--- src/rtl/lif_sched_pkg.sv ---
// -----------------------------------------------------------------------------
// lif_sched_pkg
// Shared types and helpers for the LIF spike scheduler.
//   sched_state_t : timestep sequencing states
//   idx_w(n)      : index width for n requesters, never less than 1
// -----------------------------------------------------------------------------
package lif_sched_pkg;

  typedef enum logic [1:0] {
    IDLE = 2'd0,
    ARB  = 2'd1,
    LEAK = 2'd2,
    DONE = 2'd3
  } sched_state_t;

  function automatic int idx_w(input int n);
    int r;
    r = $clog2(n);
    return (r < 1) ? 1 : r;
  endfunction

endpackage

--- src/rtl/lif_spike_scheduler_rr_arbiter.sv ---
// -----------------------------------------------------------------------------
// rr_arbiter
// Purely combinational round-robin picker: returns the first set bit of
// i_eligible at or after i_pointer, wrapping modulo NUM_REQ.
// Ports:
//   i_eligible    [NUM_REQ] candidate requesters
//   i_pointer     [IDX_W]   search start index
//   o_grant_valid           any candidate found
//   o_grant_idx   [IDX_W]   chosen index (0 when none)
// -----------------------------------------------------------------------------
module rr_arbiter #(
  parameter int NUM_REQ = 4,
  parameter int IDX_W   = 2
) (
  input  logic [NUM_REQ-1:0] i_eligible,
  input  logic [IDX_W-1:0]   i_pointer,
  output logic               o_grant_valid,
  output logic [IDX_W-1:0]   o_grant_idx
);

  localparam logic [IDX_W:0] NREQ = (IDX_W+1)'(NUM_REQ);

  logic [IDX_W:0]   w_sum;
  logic [IDX_W-1:0] w_idx;

  // Scan from the farthest offset down to offset 0 so the nearest hit
  // to the pointer is the one that sticks.
  always_comb begin
    o_grant_valid = 1'b0;
    o_grant_idx   = '0;
    w_sum         = '0;
    w_idx         = '0;
    for (int k = NUM_REQ - 1; k >= 0; k--) begin
      w_sum = {1'b0, i_pointer} + (IDX_W+1)'(k);
      if (w_sum >= NREQ) w_sum = w_sum - NREQ;
      w_idx = w_sum[IDX_W-1:0];
      if (i_eligible[w_idx]) begin
        o_grant_valid = 1'b1;
        o_grant_idx   = w_idx;
      end
    end
  end

endmodule

--- src/rtl/lif_spike_scheduler.sv ---
// -----------------------------------------------------------------------------
// lif_spike_scheduler
// Shares a single LIF neuron input port among NUM_REQ presynaptic sources.
// Each timestep: drain pending spikes round-robin (each source at most once),
// issue one leak-enable cycle, then pulse timestep_done.
//
// Optional build macro: LIF_SCHED_STATS_EN adds grant_count and start_overrun.
//
// Ports:
//   clk, rst_n        clock, asynchronous active-low reset
//   req_valid/ready   per-requester handshake (ready = not pending)
//   req_weight        packed weights, slice i = [i*DATA_WIDTH +: DATA_WIDTH]
//   timestep_start    pulse that begins a timestep (ignored while busy)
//   busy              FSM not IDLE
//   timestep_done     one-cycle end-of-timestep pulse
//   nrn_spike_in      spike strobe to neuron
//   nrn_weight        weight accompanying the spike strobe
//   nrn_leak_en       one-cycle leak enable to neuron
//   grant_id          requester index granted this cycle
//   grant_count       (stats) grants in the last completed timestep
//   start_overrun     (stats) sticky: start seen while busy
// -----------------------------------------------------------------------------
module lif_spike_scheduler
  import lif_sched_pkg::*;
#(
  parameter  int NUM_REQ    = 4,
  parameter  int DATA_WIDTH = 16,
  localparam int IDX_W      = idx_w(NUM_REQ)
) (
  input  logic                          clk,
  input  logic                          rst_n,
  input  logic [NUM_REQ-1:0]            req_valid,
  input  logic [NUM_REQ*DATA_WIDTH-1:0] req_weight,
  output logic [NUM_REQ-1:0]            req_ready,
  input  logic                          timestep_start,
  output logic                          busy,
  output logic                          timestep_done,
  output logic                          nrn_spike_in,
  output logic [DATA_WIDTH-1:0]         nrn_weight,
  output logic                          nrn_leak_en,
  output logic [IDX_W-1:0]              grant_id
`ifdef LIF_SCHED_STATS_EN
  ,
  output logic [IDX_W:0]                grant_count,
  output logic                          start_overrun
`endif
);

  sched_state_t          r_state;
  logic [NUM_REQ-1:0]    r_pending;
  logic [NUM_REQ-1:0]    r_served;
  logic [DATA_WIDTH-1:0] r_wt [NUM_REQ];
  logic [IDX_W-1:0]      r_ptr;
  logic                  r_spike;
  logic [DATA_WIDTH-1:0] r_weight;
  logic [IDX_W-1:0]      r_gid;
  logic                  r_leak;
  logic                  r_done;

  logic [NUM_REQ-1:0]    w_accept;
  logic [NUM_REQ-1:0]    w_served_eff;
  logic [NUM_REQ-1:0]    w_eligible;
  logic                  w_gnt_vld;
  logic [IDX_W-1:0]      w_gnt_idx;
  logic                  w_start;
  logic                  w_arb_active;
  logic                  w_grant;
  logic [IDX_W-1:0]      w_ptr_nxt;

  assign w_accept  = req_valid & ~r_pending;
  assign req_ready = ~r_pending;
  assign w_start   = (r_state == IDLE) && timestep_start;

  // Arbitration is resolved on the edge that enters (or stays in) ARB, so the
  // registered spike output appears in the same cycle the grant is counted.
  // On the starting edge the served set is about to be cleared, so it is
  // ignored for that first decision.
  assign w_served_eff = (r_state == IDLE) ? '0 : r_served;
  assign w_eligible   = r_pending & ~w_served_eff;
  assign w_arb_active = w_start || (r_state == ARB);
  assign w_grant      = w_arb_active && w_gnt_vld;

  always_comb begin
    w_ptr_nxt = w_gnt_idx + IDX_W'(1);
    if (w_gnt_idx == IDX_W'(NUM_REQ - 1)) w_ptr_nxt = '0;
  end

  rr_arbiter #(
    .NUM_REQ (NUM_REQ),
    .IDX_W   (IDX_W)
  ) u_arb (
    .i_eligible    (w_eligible),
    .i_pointer     (r_ptr),
    .o_grant_valid (w_gnt_vld),
    .o_grant_idx   (w_gnt_idx)
  );

  always_ff @(posedge clk or negedge rst_n) begin
    if (!rst_n) begin
      r_state   <= IDLE;
      r_pending <= '0;
      r_served  <= '0;
      r_ptr     <= '0;
      r_spike   <= 1'b0;
      r_weight  <= '0;
      r_gid     <= '0;
      r_leak    <= 1'b0;
      r_done    <= 1'b0;
      for (int i = 0; i < NUM_REQ; i++) r_wt[i] <= '0;
    end else begin
      r_spike  <= 1'b0;
      r_weight <= '0;
      r_gid    <= '0;
      r_leak   <= 1'b0;
      r_done   <= 1'b0;

      for (int i = 0; i < NUM_REQ; i++) begin
        if (w_accept[i]) begin
          r_pending[i] <= 1'b1;
          r_wt[i]      <= req_weight[i*DATA_WIDTH +: DATA_WIDTH];
        end
      end

      case (r_state)
        IDLE: begin
          if (timestep_start) begin
            r_served <= '0;
            if (w_gnt_vld) begin
              r_state <= ARB;
            end else begin
              r_state <= LEAK;
              r_leak  <= 1'b1;
            end
          end
        end
        ARB: begin
          if (!w_gnt_vld) begin
            r_state <= LEAK;
            r_leak  <= 1'b1;
          end
        end
        LEAK: begin
          r_state <= DONE;
          r_done  <= 1'b1;
        end
        DONE: begin
          r_state <= IDLE;
        end
        default: r_state <= IDLE;
      endcase

      // Grant side effects; placed after the served clear so the new bit wins.
      // The granted index is pending, hence not ready, so no accept collides.
      if (w_grant) begin
        r_spike              <= 1'b1;
        r_weight             <= r_wt[w_gnt_idx];
        r_gid                <= w_gnt_idx;
        r_pending[w_gnt_idx] <= 1'b0;
        r_served[w_gnt_idx]  <= 1'b1;
        r_ptr                <= w_ptr_nxt;
      end
    end
  end

  assign busy          = (r_state != IDLE);
  assign nrn_spike_in  = r_spike;
  assign nrn_weight    = r_weight;
  assign grant_id      = r_gid;
  assign nrn_leak_en   = r_leak;
  assign timestep_done = r_done;

`ifdef LIF_SCHED_STATS_EN
  logic [IDX_W:0] r_cnt;
  logic [IDX_W:0] r_gcount;
  logic           r_overrun;

  always_ff @(posedge clk or negedge rst_n) begin
    if (!rst_n) begin
      r_cnt     <= '0;
      r_gcount  <= '0;
      r_overrun <= 1'b0;
    end else begin
      if (w_start)      r_cnt <= w_grant ? (IDX_W+1)'(1) : '0;
      else if (w_grant) r_cnt <= r_cnt + (IDX_W+1)'(1);
      if (r_state == DONE) r_gcount <= r_cnt;
      if (timestep_start && (r_state != IDLE)) r_overrun <= 1'b1;
    end
  end

  assign grant_count   = r_gcount;
  assign start_overrun = r_overrun;
`else
  // Statistics outputs are not built in this configuration.
`endif

endmodule

--- config.mk ---
export PLATFORM = sky130hd
export DESIGN_NAME = lif_spike_scheduler
export DESIGN_NICKNAME = d
export VERILOG_FILES = /design/src/rtl/lif_sched_pkg.sv /design/src/rtl/lif_spike_scheduler_rr_arbiter.sv /design/src/rtl/lif_spike_scheduler.sv
export SDC_FILE = /design/constraint.sdc
export NUM_CORES = 1
export LEC_CHECK = 0
export ABC_AREA = 0
export BUFFER_PORTS_ARGS = -buffer_cell sky130_fd_sc_hd__buf_2
export CORE_ASPECT_RATIO = 2
export CORE_MARGIN = 2
export CORE_UTILIZATION = 37
export CTS_CLUSTER_DIAMETER = 100
export CTS_CLUSTER_SIZE = 12
export DETAILED_ROUTE_END_ITERATION = 12
export PLACE_DENSITY_LB_ADDON = 0.25
export SLEW_MARGIN = 0
export SYNTH_ARGS = -nofsm -noshare
export SYNTH_HDL_FRONTEND = slang
export SYNTH_SLANG_ARGS = --single-unit
--- constraint.sdc ---
create_clock -name clk -period 2.2 [get_ports clk]
set_clock_uncertainty 0.05 [all_clocks]
set_input_delay 0.44 -clock clk [delete_from_list [all_inputs] [get_ports clk]]
set_output_delay 0.44 -clock clk [all_outputs]
set_load 0.02 [all_outputs]
== Yosys cells after proc, flatten, opt, wreduce, memory -nomap -nowiden ==
Index checks and enable logic that the tools add are counted.

* Bitwise logic cells: 8
* Equality and inequality tests: 6
* Add/subtract/negate cells: 8
* Reduce and logical (&&, ||, !) cells: 7
* Magnitude comparators: 11
* Multiplexer cells: 46

{| class="wikitable"
|+ Operators with widths
! cell !! number
|-
| 16-bit 2-to-1 mux || 3
|-
| 16-bit binary-select mux with 2-bit select || 1
|-
| 2-bit 2-to-1 mux || 13
|-
| 4-bit 2-to-1 mux || 5
|-
| 1-bit 2-to-1 mux || 17
|-
| 2-bit by 3-bit less-than comparator with 1-bit output (second input constant) || 5
|-
| 4-bit bitwise AND || 3
|-
| 3-bit >= comparator (second input constant) || 4
|-
| 4-bit NOT || 3
|-
| 1-bit binary-select mux with 2-bit select || 4
|-
| 2-bit case mux with 4 select lines || 1
|-
| 2-bit by 1-bit subtractor with 2-bit output (second input constant) || 4
|-
| 2-bit by 2-bit adder with 3-bit output (second input constant) || 2
|-
| 2-bit == test (second input constant) || 3
|-
| 2-bit != test (second input constant) || 2
|-
| 4-bit OR || 1
|-
| 2-bit by 1-bit adder with 3-bit output (second input constant) || 1
|-
| 2-bit by 3-bit >= comparator with 1-bit output (second input constant) || 1
|-
| 1-bit logical AND || 3
|-
| 2-bit NOT with 3-bit output || 1
|-
| 2-bit by 1-bit adder with 2-bit output (second input constant) || 1
|-
| 1-bit demux with 2-bit select || 1
|-
| 2-bit by 1-bit == test with 1-bit output (second input constant) || 1
|-
| 2-bit by 1-bit >= comparator with 1-bit output (second input constant) || 1
|-
| 5 further kinds || 5
|}

* Flip-flop bits (word level): 97
* Output and inout bits: 26
* Word-level logic and storage cells: 99
* Bits of input ports: 71

== Logic depth before layout (Yosys ltp) ==
* Word-level depth: 17
* Depth in mapped cells: 11
* Depth with buffers taken out: 9

== Hierarchy ==
A second synthesis with hierarchy kept.

* Cells, all modules: 277
* Area, all modules: 4187.8 µm²

{| class="wikitable"
|+ By module, submodules not included
! module !! seq. area each (µm²) !! area each (µm²) !! cells each !! times used
|-
| lif_spike_scheduler || 2427.3 || 4110.2 || 264 || 1
|-
| rr_arbiter || 0.0 || 77.6 || 13 || 1
|}

== Worst setup path after synthesis ==
Ideal clock, no wire load.

* Path kind: register to register
* From: register r_state[0]
* To: register r_ptr[1]
* Cell stages (with the launch flop): 11
* Data required time: 2025 ps
* Data arrival time: 2046 ps
* Path slack: -20 ps
* Setup time: 125 ps
* Clock period less this slack: 2220 ps
* Path buffers: 2
* Cells stage by stage: dfrtp_1 > inv_1 > ha_1 > buf_6 > nand2b_4 > a21bo_2 > a22oi_1 > nor2_4 > buf_6 > ha_1 > mux2_2

* Longest elaborated chain between the ends: 12
* Elaborated cells between the ends (all ways): 27
* Those cells by class: 1 x add/sub; 2 x eq/ne; 18 x mux; 2 x bitwise; 4 x reduce/logical

{| class="wikitable"
|+ Ends and longest elaborated chain
! item !! RTL line !! RTL
|-
| start: declaration || lif_spike_scheduler.sv:49 || <nowiki>sched_state_t r_state;</nowiki>
|-
| start signal: assignment || lif_spike_scheduler.sv:100 || <nowiki>r_state <= IDLE;</nowiki>
|-
| start signal: assignment || lif_spike_scheduler.sv:129 || <nowiki>r_state <= ARB;</nowiki>
|-
| start signal: assignment || lif_spike_scheduler.sv:131 || <nowiki>r_state <= LEAK;</nowiki>
|-
| 2-bit zero test * || lif_spike_scheduler.sv:78 || <nowiki>assign w_served_eff = (r_state == IDLE) ? '0 : r_served;</nowiki>
|-
| 4-bit 2-to-1 mux * || lif_spike_scheduler.sv:78 ||
|-
| 4-bit NOT * || lif_spike_scheduler.sv:79 || <nowiki>assign w_eligible = r_pending & ~w_served_eff;</nowiki>
|-
| 4-bit bitwise AND * || lif_spike_scheduler.sv:79 ||
|-
| 1-bit binary-select mux with 2-bit select || lif_spike_scheduler_rr_arbiter.sv:37 || <nowiki>if (i_eligible[w_idx]) begin</nowiki>
|-
| 1-bit 2-to-1 mux (not written as such) || lif_spike_scheduler_rr_arbiter.sv:37 ||
|-
| 2-bit 2-to-1 mux (3 in a row) || lif_spike_scheduler_rr_arbiter.sv:37 ||
|-
| 2-bit 2-to-1 mux * || lif_spike_scheduler_rr_arbiter.sv:37 ||
|-
| 2-bit by 1-bit adder with 2-bit output or 2-bit == test (tied branches) || lif_spike_scheduler.sv:84, lif_spike_scheduler.sv:85 ||
|-
| 2-bit 2-to-1 mux * || lif_spike_scheduler.sv:85 || <nowiki>if (w_gnt_idx == IDX_W'(NUM_REQ - 1)) w_ptr_nxt = '0;</nowiki>
|-
| net w_ptr_nxt[1] || lif_spike_scheduler.sv:68 || <nowiki>logic [IDX_W-1:0] w_ptr_nxt;</nowiki>
|-
| end signal: assignment || lif_spike_scheduler.sv:160 || <nowiki>r_ptr <= w_ptr_nxt;</nowiki>
|-
| end: declaration || lif_spike_scheduler.sv:53 || <nowiki>logic [IDX_W-1:0] r_ptr;</nowiki>
|}

Mark *: on every way through the listed nets, which the timed path passes. The rest lies on a longest branch. The select of a mux whose other input is x is not followed.
A chain may end at the register's enable or synchronous reset.

== Worst setup path in the final report ==
* From: register r_state[1]
* To: register r_served[2]

* Longest elaborated chain between the ends: 16
* Elaborated cells between the ends (all ways): 32
* Those cells by class: 2 x order compare; 1 x eq/ne; 21 x mux; 3 x bitwise; 5 x reduce/logical

{| class="wikitable"
|+ Ends and longest elaborated chain
! item !! RTL line !! RTL
|-
| 2-bit zero test || lif_spike_scheduler.sv:72, lif_spike_scheduler.sv:78, lif_spike_scheduler.sv:124 ||
|-
| 4-bit 2-to-1 mux || lif_spike_scheduler.sv:78 ||
|-
| 4-bit NOT || lif_spike_scheduler.sv:79 ||
|-
| 4-bit bitwise AND || lif_spike_scheduler.sv:79 ||
|-
| 1-bit binary-select mux with 2-bit select || lif_spike_scheduler_rr_arbiter.sv:37 ||
|-
| 1-bit 2-to-1 mux (not written as such) || lif_spike_scheduler_rr_arbiter.sv:37 ||
|-
| 2-bit 2-to-1 mux (4 in a row) || lif_spike_scheduler_rr_arbiter.sv:37 ||
|-
| 2-bit by 3-bit less-than comparator with 1-bit output (not written as such) or 2-bit by 1-bit >= comparator with 1-bit output (tied branches) || lif_spike_scheduler.sv:159 || <nowiki>r_served[w_gnt_idx] <= 1'b1;</nowiki>
|-
| 1-bit logical AND (not written as such) || lif_spike_scheduler.sv:159 ||
|-
| 1-bit 2-to-1 mux (not written as such) || lif_spike_scheduler.sv:159 ||
|-
| 1-bit demux with 2-bit select || lif_spike_scheduler.sv:159 ||
|-
| 4-bit OR (no line) || n/a ||
|-
| 4-bit 2-to-1 mux * || lif_spike_scheduler.sv:154 || <nowiki>if (w_grant) begin</nowiki>
|-
| end signal: assignment || lif_spike_scheduler.sv:102 || <nowiki>r_served <= '0;</nowiki>
|-
| end signal: assignment || lif_spike_scheduler.sv:127 || <nowiki>r_served <= '0;</nowiki>
|-
| end signal: indexed assignment || lif_spike_scheduler.sv:159 ||
|-
| end: declaration || lif_spike_scheduler.sv:51 || <nowiki>logic [NUM_REQ-1:0] r_served;</nowiki>
|}

Every way passes the cells marked *; elsewhere a longest branch is shown, timed or not. The select of a mux whose other input is x is not followed.

==> reports/metrics.yaml <==
timing:
  rsz0062_at_grt: "false"
  slew_headroom: 0.6535
  finalSetupViolCount: 0
  fin_crit_sh: 0.9325
  max_freq_ghz: 0.4874
  worst_pin_slew_ns: 0.5198
  worst_slack_ns: 0.1485
  whs_ns: 0.01473
  fin_crit_ns: 2.051
  slew_viol_final: 0
  fin_tns_setup_ns: 0
  hold_viol: 0
grt:
  grt_max_degree: 52
  grt_pass1_vias: 2801
  antenna_found_initial: 0
  grt_use_total: 0.1530
  grt_pass1_wl_mm: 14.30
  gr-total-overflow: 0
drt:
  drtPass1Iterations: 4
  drc: 0
  wl_mm: 8.645
  drt_iter0_markers: 110
  vias: 2632
  post_drt_wl_per_cell_um: 15.83
  vias_per_cell: 4.821
  antenna_left: 0
placed_design:
  dp_hpwl_mm: 6.236
  pre_cts_slack_ns: 0.03191
  post-place-cells: 530
  port-buffer-count: 96
  place.gp.congestion: 0.7424
  post_dp_cell_area_sq_mm: 0.004861
clock_tree:
  htreeDepth: 3
  cts_buffer_depth: 2
  cts_tree: "built"
  clkTransAtPathRegs_ns: 0.06
  cts_buffers: 9
  worstSkewPairLatency_ns: 0.34
  root_buffer: "clkbuf_16"
  cts.sinks: 97
  hold_buffers: 0
yosys:
  synth_nets: 374
  synth_area_sq_mm: 0.004185
  synth_seq_cells: 97
  syn_area_per_cell_sq_um: 14.14
  yosysWarnings: 0
  ys_types: 44
  synthCells: 296
  async_flop_share: 1.000
  synthFlopType: "dfrtp_1"
  synth_edf_count: 0
  yosysSeqAreaShare: 0.5800
floorplanning:
  die_w_um: 79.21
  die-area_sq_mm: 0.01223
  rows: 55
  io_pins: 97
  core_area_sq_mm: 0.01115
  initial_utilization: 0.3754
  die_y_um: 154.4
cells_and_area:
  antennaDiodeCount: 0
  nFillCells: 1059
  layout_common_cells: "dfrtp_1 (97), buf_2 (95), mux2_2 (65)"
  nets: 477
  drive_gt1_frac: 0.5099
  syn2layout_area_growth_pct: 23.50
  final_util: 0.4636
  design_area_sq_mm: 0.005169
  fin_cells: 546
  final_common_cell: "dfrtp_1"
power_and_ir_drop:
  p_leak_nw: 2.493
  finalPower_mw: 8.451
  vdd_drop_max_v: 0.0006902
  power_density_mw_per_mm2: 1635
min_path:
  worstHoldPathType: "in -> async"
critical_path:
  critPathArrivalTime_ns: 2.23
  cp_max_fo: 15
  cp-start-kind: "flop"
  worstPathRequired_ns: 2.38
  worstSetupEndpointType: "flop"
  critPathKind: "reg -> reg"
job:
  drv_cap: 0
run_status:
  run_status: "finished, final reports clean"
-- synth_stat cells, drive strengths merged (2+ instances only) --
master	n	share of area
a21oi	5	0.0060
a22o	4	0.0084
and2	2	0.0036
buf	10	0.020
clkbuf	4	0.0036
dfrtp	97	0.58
ha	7	0.021
inv	11	0.010
mux2	65	0.17
mux2i	32	0.077
nand2	7	0.0087
nand2b	3	0.0063
nand3	2	0.0024
nor2	8	0.013
nor2b	5	0.0075
o21ai	3	0.0036
o22ai	16	0.024
-- repair_timing --
action                     4_1_cts  5_1_grt
hold endpoints to repair         0        0
buffers inserted                 0        0
gates resized for setup          0        3
setup endpoints to repair        0       22
-- critical path, cell delays in order, from the launching register on --
cell     delay, ns
dfrtp_1       0.39
inv_1         0.13
ha_4          0.19
inv_2         0.04
a21o_1        0.22
a32oi_1       0.17
and2_4        0.21
inv_4         0.11
ha_1          0.23
a22o_1        0.19
-- final timing paths --
path,start,endpoint,slack [ns],cells after the start
worst min register to register,r_wt[45],r_wt[45],0.46,1
min in group clk,req_weight[59],r_wt[11],0.28,2
max in group asynchronous,rst_n,r_wt[61],1.44,2
worst min-delay path,rst_n,timestep_done,0.01,1
worst max register to register,r_state[1],r_served[2],0.15,9
worst max-delay path,r_state[1],r_served[2],0.15,9
-- metal layers --
layer | track usage | wire [um] | up-vias
li1 | - | - | 1274
met1 | 0.2028 | 3818 | 1265
met2 | 0.2369 | 4112 | 82
met3 | 0.03967 | 544 | 11
met4 | 0.06404 | 170 | 0
met5 | 0 | 0 | -
-- report_power, final --
| group | switching (mW) | internal (mW) |
|---|---|---|
| sequential | 0.434 | 2.64 |
| clock | 0.661 | 0.880 |
| combinational | 1.93 | 1.90 |
-- cell type report --
class	count	area [sq um]	share of cell area
flip-flops and latches	97	2427	0.4696
multi-input cells	174	1642	0.3176
repair buffers	106	583.1	0.1128
clock buffers	9	225.2	0.04357
well taps	142	177.7	0.03437
clock inverters	7	70.07	0.01356
inverters	11	43.79	0.008473
-- kinds of logic (layout without fill, tap and decap cells) --
group | Yosys count | after routing | share of synthesized area
compound gates | 39 | 39 | 0.06428
fa+ha+maj | 7 | 7 | 0.02093
buf+inv | 25 | 133 | 0.03438
flops | 97 | 97 | 0.5800
mux | 97 | 97 | 0.2514
simple gates | 31 | 31 | 0.04903
-- state kept, by name (all words and copies together) (netlist names) --
name	cells
r_state	2
r_wt	64
grant_id	2
nrn_weight	16
nrn_spike_in	1
r_served	4
r_ptr	2
timestep_done	1
r_pending	4
nrn_leak_en	1
Power figures use the tool's default switching activity.
